$ cat config.mk
export PLATFORM = sky130hd
export DESIGN_NAME = pc_seg_display
export DESIGN_NICKNAME = d
export VERILOG_FILES = /design/src/rtl/pc_disp_pkg.sv /design/src/rtl/hex_to_seg7.sv /design/src/rtl/pc_seg_display.sv
export SDC_FILE = /design/constraint.sdc
export NUM_CORES = 1
export LEC_CHECK = 0
export CELL_PAD_IN_SITES_DETAIL_PLACEMENT = 1
export CELL_PAD_IN_SITES_GLOBAL_PLACEMENT = 1
export CORE_ASPECT_RATIO = 0.75
export CORE_MARGIN = 5
export CORE_UTILIZATION = 46
export CTS_BUF_LIST = sky130_fd_sc_hd__clkbuf_8
export CTS_CLUSTER_SIZE = 8
export DETAILED_ROUTE_END_ITERATION = 10
export GPL_TIMING_DRIVEN = 0
export PLACE_DENSITY_LB_ADDON = 0.1
export REMOVE_ABC_BUFFERS = 1
export SLEW_MARGIN = 10
export SYNTH_ARGS = -nofsm -noshare
export SYNTH_HDL_FRONTEND = slang
export SYNTH_SLANG_ARGS = --single-unit
$ cat constraint.sdc
create_clock -name i_clk -period 2.4 [get_ports i_clk]
set_input_delay 0.48 -clock i_clk [delete_from_list [all_inputs] [get_ports i_clk]]
set_output_delay 0.48 -clock i_clk [all_outputs]
set_load 0.05 [all_outputs]
$ cat src/rtl/pc_disp_pkg.sv
// Shared constants and helpers for the PC seven-segment display.
// Glyphs are active-low {g,f,e,d,c,b,a}; A, C, E, F uppercase, b and d lowercase.
package pc_disp_pkg;

  localparam int NUM_DIGITS = 4;

  localparam logic [6:0] SEG_BLANK = 7'h7F;

  typedef logic [1:0] digit_idx_t;

  localparam logic [6:0] HEX_GLYPH [16] = '{
    7'h40, 7'h79, 7'h24, 7'h30, 7'h19, 7'h12, 7'h02, 7'h78,
    7'h00, 7'h10, 7'h08, 7'h03, 7'h46, 7'h21, 7'h06, 7'h0E
  };

  // Digits 1:0 carry the PC and digits 3:2 carry the update count.
  function automatic logic [3:0] nibble_sel(input digit_idx_t idx,
                                            input logic [7:0] pc,
                                            input logic [7:0] cnt);
    logic [3:0] nib;
    case (idx)
      2'd0:    nib = pc[3:0];
      2'd1:    nib = pc[7:4];
      2'd2:    nib = cnt[3:0];
      default: nib = cnt[7:4];
    endcase
    return nib;
  endfunction

endpackage

$ cat src/rtl/hex_to_seg7.sv
// Combinational nibble to active-low seven-segment glyph lookup.
module hex_to_seg7
  import pc_disp_pkg::*;
(
  input  logic [3:0] nib_i,
  output logic [6:0] seg_o
);

  assign seg_o = HEX_GLYPH[nib_i];

endmodule

$ cat src/rtl/pc_seg_display.sv
// Multiplexed 4-digit display of the PC (digits 1:0) and update count (digits 3:2).
// Define PC_DISP_BLINK_EN to light the digit-0 DP for BLINK_LEN cycles after each update.
module pc_seg_display
  import pc_disp_pkg::*;
#(
  parameter int REFRESH_DIV = 50000,
  parameter int BLANK_CYC   = 500,
  parameter int BLINK_LEN   = 25000000
) (
  input  logic                  i_clk,
  input  logic                  i_reset,
  input  logic [7:0]            i_pc,
  input  logic                  i_jump_taken,
  output logic [NUM_DIGITS-1:0] o_an,
  output logic [6:0]            o_seg,
  output logic                  o_dp
);

  localparam int DIV_W = (REFRESH_DIV > 1) ? $clog2(REFRESH_DIV) : 1;
  localparam logic [DIV_W-1:0] DIV_LAST  = DIV_W'(REFRESH_DIV - 1);
  localparam logic [DIV_W-1:0] BLANK_END = DIV_W'(BLANK_CYC);

  logic [7:0]            pc_q;
  logic [7:0]            step_q, step_d;
  logic                  jump_q, jump_d;
  logic [DIV_W-1:0]      div_q, div_d;
  digit_idx_t            idx_q, idx_d;
  logic [3:0]            nib_q, nib_d;
  logic [NUM_DIGITS-1:0] an_q, an_d;
  logic [6:0]            seg_q, seg_d;
  logic                  dp_q, dp_d;
  logic                  update, wrap, blanking, blink_on;
  logic [6:0]            glyph;

  hex_to_seg7 u_hex_to_seg7 (
    .nib_i (nib_q),
    .seg_o (glyph)
  );

`ifdef PC_DISP_BLINK_EN
  localparam int BLINK_W = $clog2(BLINK_LEN + 1);
  logic [BLINK_W-1:0] blink_q, blink_d;

  always_comb begin
    blink_d = blink_q;
    if (update)            blink_d = BLINK_W'(BLINK_LEN);
    else if (blink_q != 0) blink_d = blink_q - 1'b1;
  end

  always_ff @(posedge i_clk) begin
    if (!i_reset) blink_q <= '0;
    else          blink_q <= blink_d;
  end

  assign blink_on = (blink_q != '0);
`else
  assign blink_on = 1'b0;
`endif

  always_comb begin
    update   = (i_pc != pc_q);
    wrap     = (div_q == DIV_LAST);
    blanking = (div_q < BLANK_END);
    step_d   = update ? step_q + 8'd1 : step_q;
    jump_d   = update ? i_jump_taken : jump_q;
    div_d    = wrap ? '0 : div_q + 1'b1;
    idx_d    = wrap ? idx_q + 2'd1 : idx_q;
    // Snapshot uses register values, so an update on the wrap edge shows next visit.
    nib_d    = wrap ? nibble_sel(idx_q + 2'd1, pc_q, step_q) : nib_q;
    an_d     = '1;
    seg_d    = SEG_BLANK;
    dp_d     = 1'b1;
    if (!blanking) begin
      an_d[idx_q] = 1'b0;
      seg_d       = glyph;
      dp_d        = !(((idx_q == 2'd1) && jump_q) || ((idx_q == 2'd0) && blink_on));
    end
  end

  always_ff @(posedge i_clk) begin
    if (!i_reset) begin
      pc_q   <= i_pc;
      step_q <= '0;
      jump_q <= 1'b0;
      div_q  <= '0;
      idx_q  <= '0;
      nib_q  <= i_pc[3:0];
      an_q   <= '1;
      seg_q  <= SEG_BLANK;
      dp_q   <= 1'b1;
    end else begin
      pc_q   <= i_pc;
      step_q <= step_d;
      jump_q <= jump_d;
      div_q  <= div_d;
      idx_q  <= idx_d;
      nib_q  <= nib_d;
      an_q   <= an_d;
      seg_q  <= seg_d;
      dp_q   <= dp_d;
    end
  end

  assign o_an  = an_q;
  assign o_seg = seg_q;
  assign o_dp  = dp_q;

endmodule
# After elaboration in Yosys (flattened, before gate mapping)
# Memory sizes are Yosys's and may differ from the RTL's. A register that Yosys moved wholly into a read port is not among the register bits.
# Cells that the tools add are included.
# Widths: inputs -> output; s select.
[op_classes]
bitwise = 3
muxes = 5
n_reduce_logical = 6
magnitude_cmp = 3
eq_ne = 6
n_addsub = 3
[ops]
columns = ["operator", "n"]
rows = [
  ["$add 16x1->16 const B", 1],
  ["$eq 16x16->1 const B", 1],
  ["$lt 16x9->1 const B", 1],
  ["$pmux 4 s3", 1],
  ["$add 8x1->8 const B", 1],
  ["$mux 4", 2],
  ["$ne 8x8->1", 1],
  ["$not 4->5", 1],
  ["$eq 2x1->1 const B", 2],
  ["$not 4->4", 1],
  ["$reduce_or 2->1", 2],
  ["$lt 2x3->1 const B", 1],
  ["$add 2x1->2 const B", 1],
  ["$demux 1 s2", 1],
  ["$eq 2x2->1 const B", 1],
  ["$ge 2x1->1 const B", 1],
  ["$logic_and 1x1->1", 2],
  ["$logic_not 2->1", 1],
  ["$ne 2x1->1 const B", 1],
  ["$logic_not 1->1", 1],
  ["$mux 1", 1],
  ["$not 1->1", 1],
]
[totals]
regBits = 44
in_bits = 11
n_memories = 1
rom_bits = 112
[memory_table]
columns = ["memory", "depth", "width", "rd", "rd_ports_with_merged_regs", "wr", "line_no", "text"]
rows = [
  ["(no name shown)", 16, 7, 1, 1, 0, "hex_to_seg7.sv:9", "assign seg_o = HEX_GLYPH[nib_i];"],
]

# Depth between registers and ports, before layout
[logic_depth]
word_depth = 5
mapped_depth = 7
mapped_depth_nobuf = 6

# Modules after synthesis
# From an unflattened synthesis, not the netlist that was laid out.
[hier_totals]
hier_cells = 250
hier_area_um2 = 2431.1
[by_module_without_submodules]
columns = ["module", "seq_area_each_um2", "area_each_um2", "n_inst", "cells_per_inst"]
rows = [
  ["pc_seg_display", 1061.0, 2168.3, 1, 219],
  ["hex_to_seg7", 0.0, 262.8, 1, 31],
]

# Least setup slack after synthesis
# No wires, ideal clock.
[synth_path]
path_kind = "reg2reg"
start = "register div_q[0]"
end = "register nib_q[0], enable pin"
n_path_buf = 2
required_ps = 2105
t_arrival_ps = 1408
path_stages_with_launch = 7
slack_ps = 697
setup_time_ps = 295
cell_sequence = "dfxtp_1 ha_1 nand3_1 or3_1 buf_6 nand2_4 buf_8"
[synth_between]
elab_chain_len = 2
[synth_lines]
columns = ["item", "line_no", "text"]
rows = [
  ["from (decl)", "pc_seg_display.sv:26", "logic [DIV_W-1:0] div_q, div_d;"],
  ["from (signal assigned)", "pc_seg_display.sv:95", "div_q <= div_d;"],
  ["$eq 16x16->1", "pc_seg_display.sv:62", "wrap = (div_q == DIV_LAST);"],
  ["$ne 2x1->1 (no source line)", "--", ""],
  ["to (signal assigned)", "pc_seg_display.sv:87", "nib_q <= i_pc[3:0];"],
  ["to (signal assigned)", "pc_seg_display.sv:97", "nib_q <= nib_d;"],
  ["to (decl)", "pc_seg_display.sv:28", "logic [3:0] nib_q, nib_d;"],
]
# No other way between the ends.
# A chain may end at the register's enable or synchronous reset.

# Final worst setup path
[layout_path]
start = "input i_reset"
end = "register seg_q[3] (netlist: o_seg[3])"
[layout_between]
elab_chain_len = 2
[layout_lines]
columns = ["item", "line_no", "text"]
rows = [
  ["from (decl)", "pc_seg_display.sv:11", "input logic i_reset,"],
  ["$not 1->1 (no source line)", "--", ""],
  ["$reduce_or 2->1 (no source line)", "--", ""],
  ["to (decl)", "pc_seg_display.sv:30", "logic [6:0] seg_q, seg_d;"],
]
# No other way between the ends.

==> impl_metrics.json <==
{
  "start_kind": "input port",
  "syn_area_um2": 2295,
  "cp.arrival_ns": 2.26,
  "vias": 1699,
  "critPathSlowestCell": "clkdlybuf4s50_1",
  "rsz0062_at_grt": "no",
  "dpl_cell_area_um2": 2547,
  "hold_depth": 1,
  "first_pass_iters": 4,
  "viasPerCell": 5.394,
  "preCtsSetupSlack_ns": -0.09311,
  "clock_latency_ns": 0.30,
  "multi_input_area_um2": 1161,
  "power_frac_comb_pct": 7.3,
  "setup_violations": 0,
  "synth_edf_count": 4,
  "synthArstFlopShare_pct": 0,
  "synth_cells": 231,
  "cts_resized": 0,
  "io_pins": 23,
  "grt_start_max_net_pins": 25,
  "path_buf_inv": 1,
  "start_util_pct": 47.10,
  "finalHoldViolCount": 0,
  "synth-seq-cells": 51,
  "yosys_warnings": 0,
  "avgSynthCellArea_um2": 9.934,
  "synth_cell_type_count": 38,
  "fmax_mhz": 475.5,
  "core_area_um2": 4872,
  "grt_pass1_wl_mm": 8.093,
  "die-width_um": 91.56,
  "grt_use_total_pct": 15.48,
  "power_per_cell_area_nw_per_um2": 563.5,
  "vdd_drop_max_uv": 311.7,
  "seq_area_um2": 1061,
  "cts_tree": "yes",
  "p_sw_share_pct": 23.81,
  "cell_internal_pwr_mw": 1.129,
  "tns_ns": 0,
  "place_congestion": 0.7564,
  "worst_pin_slew_ns": 0.8512,
  "path_cells": "clkdlybuf4s50_1 > and2_1 > o311ai_0",
  "drt-initial-drc-count": 78,
  "areaGrowthSynthToFinish_pct": 14.56,
  "crit_required_ns": 2.55,
  "power.share.clock_pct": 31.5,
  "outcome": "completed",
  "cts_max_path_buffers": 2,
  "avgRoutedWirePerCell_um": 14.69,
  "r2r_setup_slack_ns": 0.54,
  "clock_sinks": 51,
  "synth_seq_area_share_pct": 46.24,
  "p_seq_share_pct": 61.2,
  "slowest_delay_ns": 1.02,
  "hold_end": "o_dp",
  "grt_pass1_vias": 1656,
  "rows": 22,
  "power.leakage_nw": 1.036,
  "antenna_found_initial": 0,
  "clk_pin_slew_ns": 0.09,
  "ant_nets": 0,
  "netlist.area_leader.share_pct": 41.00,
  "cts_setup_buffers": 0,
  "dieArea_um2": 6516,
  "setup_ws_ns": 0.2967,
  "relSlewSlack_pct": 43.08,
  "reg2reg_depth": 4,
  "routed_wirelength_mm": 4.627,
  "synth_top_cell_by_area": "dfxtp_1",
  "critical_path_class": "input port to flop",
  "fill_cells": 547,
  "hold_path_startpoint": "jump_q",
  "whs_ns": 0.4084,
  "final_util_pct": 53.95,
  "min_path_type": "flop to flop",
  "timing.rr.end": "nib_q[0]",
  "power.switching_uw": 352.7,
  "cp_top_family": "buffers and inverters",
  "cp-end-kind": "flop",
  "period_needed_ns": 2.103,
  "reg2reg_from": "div_q[10]",
  "nNetsFinal": 278,
  "final_area_um2": 2629,
  "port_buffers": 22,
  "crit_fanout": 24,
  "num_antenna_cells": 0,
  "period_share_pct": 87.64,
  "route.detailed.drc": 0,
  "drive_gt1_share_pct": 7.451,
  "slew_violations": 0,
  "ctsHtreeMaxLevel": 2,
  "place_hpwl_mm": 3.435,
  "finClkSkew_ns": 0.004301,
  "yosys-top-cells-area": "dfxtp_1, ha_1, xor2_1",
  "ys.flop_type": "dfxtp_1",
  "die_h_um": 71.17,
  "globalRouteOverflowTotal": 0,
  "cts_root_buf": "clkbuf_8",
  "maxCapViolCount": 0,
  "postCtsHoldBufs": 0,
  "numCtsBuffers": 5
}
-- metal layers --
layer	track usage [%]	vias up	wire length [um]
li1	-	846	-
met1	21.80	822	2357
met2	22.83	29	2034
met3	4.676	2	204
met4	4.515	0	31
met5	0	-	0
-- cell type report --
| class | count | area share, % |
|---|---|---|
| clock buffers | 5 | 2.618 |
| clock inverters | 3 | 0.4760 |
| inverters | 8 | 1.142 |
| flip-flops and latches | 51 | 40.36 |
| multi-input cells | 166 | 44.17 |
| well taps | 60 | 2.856 |
| repair buffers | 22 | 8.377 |
-- cells in the mapped netlist, types with 2 or more instances --
library cell,number
mux2_2,4
edfxtp_1,4
o211ai_1,2
mux2i_1,6
nor3_1,4
a21o_1,2
inv_1,8
nand2_1,24
nor2b_1,3
nand3_1,9
o311ai_0,6
and3_2,2
ha_1,13
and3_1,4
clkbuf_1,3
xnor2_1,7
nor2_1,22
xor2_1,18
nand2b_1,5
a222oi_1,4
dfxtp_1,47
nor4_2,3
nand4_1,7
and2_1,5
o21ai_0,6
-- registers in the layout, summed over array words and instances, names as in the netlist --
signal	flops
o_an	4
pc_q	8
o_seg	7
jump_q	1
div_q	16
step_q	8
idx_q	2
nib_q	4
o_dp	1
-- through the flow --
stage                     power, mW  std cells
final                         1.481        315
after global placement        1.031        307
after global routing          1.563        315
after CTS                     1.505        315
after floorplan              0.9843        225
after detailed placement      1.035        307
-- kinds of logic after synthesis --
| group | count (synthesis) | synth area share (%) |
|---|---|---|
| AOI/OAI and AO/OA | 25 | 8.451 |
| xor gates and xnor gates | 25 | 9.542 |
| adders and majority gates | 13 | 7.089 |
| buffers and inverters | 14 | 3.162 |
| DFF | 51 | 46.24 |
| muxes | 10 | 4.580 |
| and+or+nand+nor | 93 | 20.94 |
-- layout by cell type, fill, tap and decap left out, types with 2 or more instances in the layout --
| cell | synthesis | final |
|---|---|---|
| ha_1 | 13 | 13 |
| nor4_2 | 3 | 3 |
| a21o_1 | 2 | 2 |
| nand4_1 | 7 | 7 |
| edfxtp_1 | 4 | 4 |
| dfxtp_1 | 47 | 47 |
| nand3_1 | 9 | 9 |
| xor2_1 | 18 | 18 |
| xnor2_1 | 7 | 7 |
| and2_1 | 5 | 5 |
| nor2_1 | 22 | 22 |
| clkbuf_8 | 0 | 5 |
| clkdlybuf4s50_1 | 0 | 22 |
| and3_2 | 2 | 2 |
| mux2_2 | 4 | 4 |
| o211ai_1 | 2 | 2 |
| a222oi_1 | 4 | 4 |
| inv_1 | 8 | 10 |
| and3_1 | 4 | 4 |
| o21ai_0 | 6 | 6 |
| mux2i_1 | 6 | 6 |
| nand2_1 | 24 | 24 |
| o311ai_0 | 6 | 6 |
| nor2b_1 | 3 | 3 |
| nand2b_1 | 5 | 5 |
| nor3_1 | 4 | 4 |
-- how the worst max path moves through the flow --
stage                     to      from  depth (start not counted)  slack, ns
finish              o_seg[3]   i_reset                          3       0.30
global route        o_seg[0]   i_reset                          3       0.03
detailed placement  o_seg[3]   i_reset                          3      -0.09
CTS                 o_seg[3]   i_reset                          3       0.25
floorplan           nib_q[0]  div_q[0]                          4       0.75
global placement    o_seg[0]   i_reset                          3      -0.08
-- power by group through the flow --
stage / Sequential (mW) / Combinational [mW] / Clock, mW
6_report: 0.907 / 0.108 / 0.467
5_1_grt: 0.911 / 0.122 / 0.530
4_1_cts: 0.906 / 0.110 / 0.488
3_5_place_dp: 0.926 / 0.109 / 0
3_3_place_gp: 0.926 / 0.105 / 0
2_1_floorplan: 0.918 / 0.0667 / 0
Power figures use the tool's default switching activity.
